[src/rtl/object_mover.sv]
// Moves a point one velocity step per frame tick, limiting each axis to [0, MAX].
// Define OBJECT_MOVER_BOUNCE_EN to also reverse an axis velocity when that axis is limited.
module object_mover #(
   parameter int X_MAX    = 639,
   parameter int Y_MAX    = 479,
   parameter int POS_BITS = 10
) (
   input  logic                       clk,
   input  logic                       reset,
   input  logic                       tick_in,
   output logic                       tick_clr,
   input  logic                       enable,
   input  logic                       load,
   input  logic        [POS_BITS-1:0] load_x,
   input  logic        [POS_BITS-1:0] load_y,
   input  logic signed [3:0]          vel_x,
   input  logic signed [3:0]          vel_y,
   output logic        [POS_BITS-1:0] pos_x,
   output logic        [POS_BITS-1:0] pos_y,
   output logic                       update_done,
   output logic                       hit_edge
);

   localparam int SUM_W = POS_BITS + 2;
   localparam logic signed [SUM_W-1:0] X_LIM = SUM_W'(X_MAX);
   localparam logic signed [SUM_W-1:0] Y_LIM = SUM_W'(Y_MAX);

   typedef enum logic [2:0] {IDLE, ACK, CALC_X, CALC_Y, DONE} state_t;

   state_t                    r_state;
   state_t                    w_next_state;
   logic        [POS_BITS-1:0] r_pos_x;
   logic        [POS_BITS-1:0] r_pos_y;
   logic signed [3:0]          r_vel_x;
   logic signed [3:0]          r_vel_y;
   logic                       r_lim_x;
   logic                       r_lim_y;
   logic        [POS_BITS:0]   w_x_res;
   logic        [POS_BITS:0]   w_y_res;

   // Result is {limited_flag, new_position}.
   function automatic logic [POS_BITS:0] clamp_axis(
      input logic        [POS_BITS-1:0] pos,
      input logic signed [3:0]          vel,
      input logic signed [SUM_W-1:0]    lim
   );
      logic signed [SUM_W-1:0] sum;
      sum = $signed({2'b00, pos}) + $signed({{(SUM_W-4){vel[3]}}, vel});
      if (vel == 4'sd0)
         clamp_axis = {1'b0, pos};
      else if (sum[SUM_W-1])
         clamp_axis = {1'b1, {POS_BITS{1'b0}}};
      else if (sum > lim)
         clamp_axis = {1'b1, lim[POS_BITS-1:0]};
      else
         clamp_axis = {1'b0, sum[POS_BITS-1:0]};
   endfunction

`ifdef OBJECT_MOVER_BOUNCE_EN
   // -8 has no positive counterpart in 4 bits; it reverses to +7.
   function automatic logic signed [3:0] negate_vel(input logic signed [3:0] v);
      negate_vel = (v == -4'sd8) ? 4'sd7 : -v;
   endfunction
`endif

   assign w_x_res = clamp_axis(r_pos_x, r_vel_x, X_LIM);
   assign w_y_res = clamp_axis(r_pos_y, r_vel_y, Y_LIM);

   always_ff @(posedge clk or posedge reset) begin
      if (reset) begin
         r_state <= IDLE;
         r_pos_x <= '0;
         r_pos_y <= '0;
         r_vel_x <= '0;
         r_vel_y <= '0;
         r_lim_x <= 1'b0;
         r_lim_y <= 1'b0;
      end else begin
         r_state <= w_next_state;
         if (load) begin
            r_pos_x <= load_x;
            r_pos_y <= load_y;
            r_vel_x <= vel_x;
            r_vel_y <= vel_y;
            r_lim_x <= 1'b0;
            r_lim_y <= 1'b0;
         end else if (r_state == CALC_X) begin
            r_pos_x <= w_x_res[POS_BITS-1:0];
            r_lim_x <= w_x_res[POS_BITS];
`ifdef OBJECT_MOVER_BOUNCE_EN
            if (w_x_res[POS_BITS]) r_vel_x <= negate_vel(r_vel_x);
`endif
         end else if (r_state == CALC_Y) begin
            r_pos_y <= w_y_res[POS_BITS-1:0];
            r_lim_y <= w_y_res[POS_BITS];
`ifdef OBJECT_MOVER_BOUNCE_EN
            if (w_y_res[POS_BITS]) r_vel_y <= negate_vel(r_vel_y);
`endif
         end
      end
   end

   // Pulses are decoded from the state and suppressed while load is high.
   always_comb begin
      w_next_state = r_state;
      tick_clr     = 1'b0;
      update_done  = 1'b0;
      hit_edge     = 1'b0;
      if (load) begin
         w_next_state = IDLE;
      end else begin
         case (r_state)
            IDLE:    if (tick_in && enable) w_next_state = ACK;
            ACK: begin
               tick_clr     = 1'b1;
               w_next_state = CALC_X;
            end
            CALC_X:  w_next_state = CALC_Y;
            CALC_Y:  w_next_state = DONE;
            DONE: begin
               update_done  = 1'b1;
               hit_edge     = r_lim_x | r_lim_y;
               w_next_state = IDLE;
            end
            default: w_next_state = IDLE;
         endcase
      end
   end

   assign pos_x = r_pos_x;
   assign pos_y = r_pos_y;

endmodule

[config.mk]
export PLATFORM = sky130hd
export DESIGN_NAME = object_mover
export DESIGN_NICKNAME = d
export VERILOG_FILES = /design/src/rtl/object_mover.sv
export SDC_FILE = /design/constraint.sdc
export NUM_CORES = 1
export LEC_CHECK = 0
export ABC_AREA = 1
export BUFFER_PORTS_ARGS = -buffer_cell sky130_fd_sc_hd__buf_2
export CORE_ASPECT_RATIO = 1.25
export CORE_MARGIN = 10
export CORE_UTILIZATION = 45
export DETAILED_ROUTE_END_ITERATION = 6
export PLACE_DENSITY_LB_ADDON = 0.12
export SYNTH_ARGS = -nofsm -noshare
export SYNTH_HDL_FRONTEND = slang
export SYNTH_SLANG_ARGS = --single-unit
[constraint.sdc]
create_clock -name clk -period 5.8 [get_ports clk]
set_clock_uncertainty 0.05 [all_clocks]
set_input_delay 1.45 -clock clk [delete_from_list [all_inputs] [get_ports clk]]
set_output_delay 1.45 -clock clk [all_outputs]
set_load 0.03 [all_outputs]
# After elaboration in Yosys (flattened, before gate mapping)
# Index checks and enable logic that the tools add are counted.
# Widths: inputs -> output; s select.
op_classes:
  n_addsub: 2
  magnitude_cmp: 2
  n_eq_ne: 8
  mux: 25
  bitwise_logic: 1
  n_reduce_logical: 9
ops:
  columns: ["cell", "n"]
  rows:
  - ["$mux 11", 6]
  - ["$mux 10", 5]
  - ["$add 11x4->12", 2]
  - ["$gt 12x10->1 const B", 1]
  - ["$gt 12x11->1 const B", 1]
  - ["$pmux 3 s4", 1]
  - ["$mux 1", 11]
  - ["$logic_not 4->1", 2]
  - ["$eq 3x2->1 const B", 2]
  - ["$mux 3", 2]
  - ["$ne 2x2->1 const B", 3]
  - ["$reduce_and 2->1", 2]
  - ["$reduce_bool 2->1", 2]
  - ["$eq 3x1->1 const B", 1]
  - ["$eq 3x3->1 const B", 1]
  - ["$logic_not 3->1", 1]
  - ["$ne 3x3->1 const B", 1]
  - ["$reduce_and 3->1", 1]
  - ["$logic_and 1x1->1", 1]
  - ["$or 1x1->1", 1]
word_totals:
  reg_bits: 33
  inputBits: 33
  output_inout_bits: 23

# Depth between registers and ports, before layout
depth:
  word_depth: 8
  depth_mapped: 16
  mapped_depth_nobuf: 16

# Worst setup path before layout
# OpenSTA, ideal clock, no wires.
synth_timing:
  path_kind: "input port to output port"
  from: "input load"
  to: "output hit_edge"
  t_arrival_ns: 2.621
  t_required_ns: 4.300
  slack_ns: 1.679
  cell_stages: 4
  n_path_buf: 2
  cell_sequence: "clkbuf_1 > clkbuf_1 > nor2_1 > o21a_1"
synth_via:
  elab_chain_len: 1
synth_lines:
  columns: ["item", "line_no", "rtl"]
  rows:
  - ["start: declaration", "13", "input logic load,"]
  - ["$mux 1", "109", "if (load) begin"]
  - ["end: declaration", "21", "output logic hit_edge"]
# No other way between the ends.

# Worst setup path in the final report
# Same ends and word-level chain as after synthesis.

==> out/results.tsv <==
metric	value	unit
CTS tree	built	
DR top layer	met4	
most frequent CP cell	buf_2	
FF-to-FF Start	r_vel_x[0]$_DFFE_PP0P_	
Worst Hold Class	flip-flop to flip-flop	
Met3 Routed Length	215	um
row cnt	32	
total of max-cap violations	0	
vias in the first global route	2937	
crit path launch	load	
largest stage delay on the critical path	590	ps
Total GRT Usage	15.7	%
fin area	0.00331	mm2
Required @ worst endpoint	4300	ps
Core Box Area	0.00613	mm2
pwr/cell area	273	mW/mm2
P_leak	1.87	nW
Avg Vias per Cell	5.11	
Gate power share	44.2	%
Final period util	68.6	%
Fillers	676	
largest net degree at the start of global routing	43	
drt first pass iters	4	
placed cell area	0.00319	mm2
DRC viols	0	
Distinct cells, synth	30	
Worst Setup Start Kind	input port	
Final WS setup	1820	ps
die extent in x	90.9	um
sequential power share	30.7	%
PortBufs	55	
Setup-failing EPs final	0	
latest clock arrival within the worst-skew pair	300	ps
# IOs	56	
first-pass GRT wire length	12800	um
layout cells sized above 1	16.9	%
Async S/R FF share, synth	100	%
CTS HTree Levels	2	
Root Buffer Master	clkbuf_8	
Cells after Synth	422	
most frequent cells in the layout	139 x nand2_1, 60 x inv_1, 55 x buf_2	
Routed WL per cell	13.8	um
Clk network pwr share	25.1	%
crit path DAT	2480	ps
Post-synth EDFFs	0	
Post-Route WL	7810	um
Clock Path Buffers	2	
Post-CTS Setup Bufs	0	
wl on met1	3100	um
worst-path cell chain	buf_2 -> nor2_1 -> o21a_1 -> buf_2	
dpl hpwl	6130	um
Psw	0.386	mW
CP max-delay cell	buf_2	
switching share of power	42.7	%
Met2 Wirelength	4330	um
Net Count, Synth	479	
global route overflow	0	
worst hold start	r_state[0]$_DFFE_PP0P_	
minimum clock period after layout	3980	ps
Yosys Warn Count	0	
Yosys reg bits	33	
Total Die Area	0.00987	mm2
CTS Hold Bufs	0	
CTS buffer count	5	
buffers and inverters on the worst path	2	
P&R area growth vs syn	17.0	%
Routed Antenna Nets	0	
Rel. slew slack	36.9	%
Die Y	109	um
GPL Wtd Cong	0.921	
worst-margin pin slew	942	ps
post-CTS resize count	0	
delay-heaviest family, CP	buffers and inverters	
status	finished clean	
commonest non-fill, non-tap cell in the layout	nand2_1	
clock sinks	33	
Initial Util	46.1	%
fmax	0.251	GHz
DR vias	2885	
Fin. Hold Viols	0	
Clock transition at path regs	70	ps
Mapped Avg Cell Area	6.70	um2
CP Class	input port to output port	
Slew Limit Fails	0	
initial antenna violation count	0	
detailed router's first-iteration violation count	68	
Seq/Total Area, Yosys	29.2	%
P_int	0.517	mW
endpoint class of the critical path	output port	
n_diodes	0	
Post-Syn Area	0.00283	mm2
peak supply drop	0.160	mV
pre-CTS WS	1820	ps
Nets	536	
RSZ-0062 raised after global routing	no	
Setup TNS Final	0	ps
Main synth FF type	dfrtp_1	
Crit Path Max Fanout	42	
metal layers:
layer,GRT usage [%],up-vias
met2,32.7,57
met4,6.17,0
met5,0,-
li1,-,1474
met3,2.29,17
met1,14.9,1337
path summary, 6_finish.rpt:
check	slack [ps]	endpoint	cells after the start
max in group asynchronous	4180	r_state[2]$_DFFE_PP0P_	3
setup / recovery	1820	hit_edge	4
setup reg to reg	3260	pos_x[9]$_DFFE_PP0P_	15
hold / removal	460	r_state[0]$_DFFE_PP0P_	1
min in group asynchronous	1200	r_lim_y$_DFFE_PP0P_	3
hold reg to reg	460	r_state[0]$_DFFE_PP0P_	1
kinds of logic (layout without fill, tap and decap cells):
| family | Yosys count | after routing | share of synthesized area (%) |
|---|---|---|---|
| buffers and inverters | 70 | 128 | 9.30 |
| AO/OA/AOI/OAI | 57 | 57 | 12.1 |
| AND/OR/NAND/NOR | 230 | 230 | 35.7 |
| adder cells (fa/ha/maj) | 24 | 24 | 11.2 |
| flip-flops | 33 | 33 | 29.2 |
| XOR/XNOR | 8 | 8 | 2.48 |
sequential cells by signal, summed over array words and instances, names as in the netlist:
register	flops
pos_x	10
pos_y	10
r_vel_x	4
r_vel_y	4
r_state	3
r_lim_x	1
r_lim_y	1
per-stage QoR:
stage	power, mW	instances	hold slack (ps)	utilization (%)
detailed placement	0.679	557	433	52.1
global route	0.969	565	481	54.0
finish	0.903	565	458	54.0
global placement	0.673	557	403	52.1
CTS	0.912	565	448	54.0
floorplan	0.579	422	384	-
power by group through the flow:
stage | Clock [mW] | Combinational (mW) | Sequential [mW]
final | 0.227 | 0.399 | 0.277
after global routing | 0.239 | 0.450 | 0.281
after CTS | 0.234 | 0.401 | 0.277
after detailed placement | 0 | 0.398 | 0.282
after global placement | 0 | 0.392 | 0.282
after floorplan | 0 | 0.271 | 0.308
synth_stat cells, drive strengths merged (3+ instances only):
library cell	n	area, um2
inv	63	236
clkbuf	6	22.5
dfrtp	33	826
o21ai	19	95.1
nor2	40	175
nor4	3	18.8
nand4	7	43.8
a21oi	15	75.1
ha	22	275
nand3	33	188
nand2	143	557
a22oi	19	143
nor3	3	20.0
xnor2	6	52.6
worst register-to-register path, cell delays in order (launching register included):
cell     delay, ps
dfrtp_1        390
ha_1           250
inv_1           70
fa_1           400
inv_1          130
nand3_1         80
nand3_1        120
nand2_1        110
nand2_1        100
nand2_1         50
nand2_1        100
nand2_1         90
nand3_2        140
nand2_4        120
o21ai_1        160
nand2_1         70
layout make-up:
class                   instances  area, um2  share of cell area [%]
flip-flops and latches         33        826                    25.0
well taps                      85        106                    3.21
clock inverters                 3       46.3                    1.40
multi-input cells             319       1740                    52.5
inverters                      64        240                    7.26
clock buffers                   5       68.8                    2.08
repair buffers                 56        283                    8.55
Power figures use the tool's default switching activity.
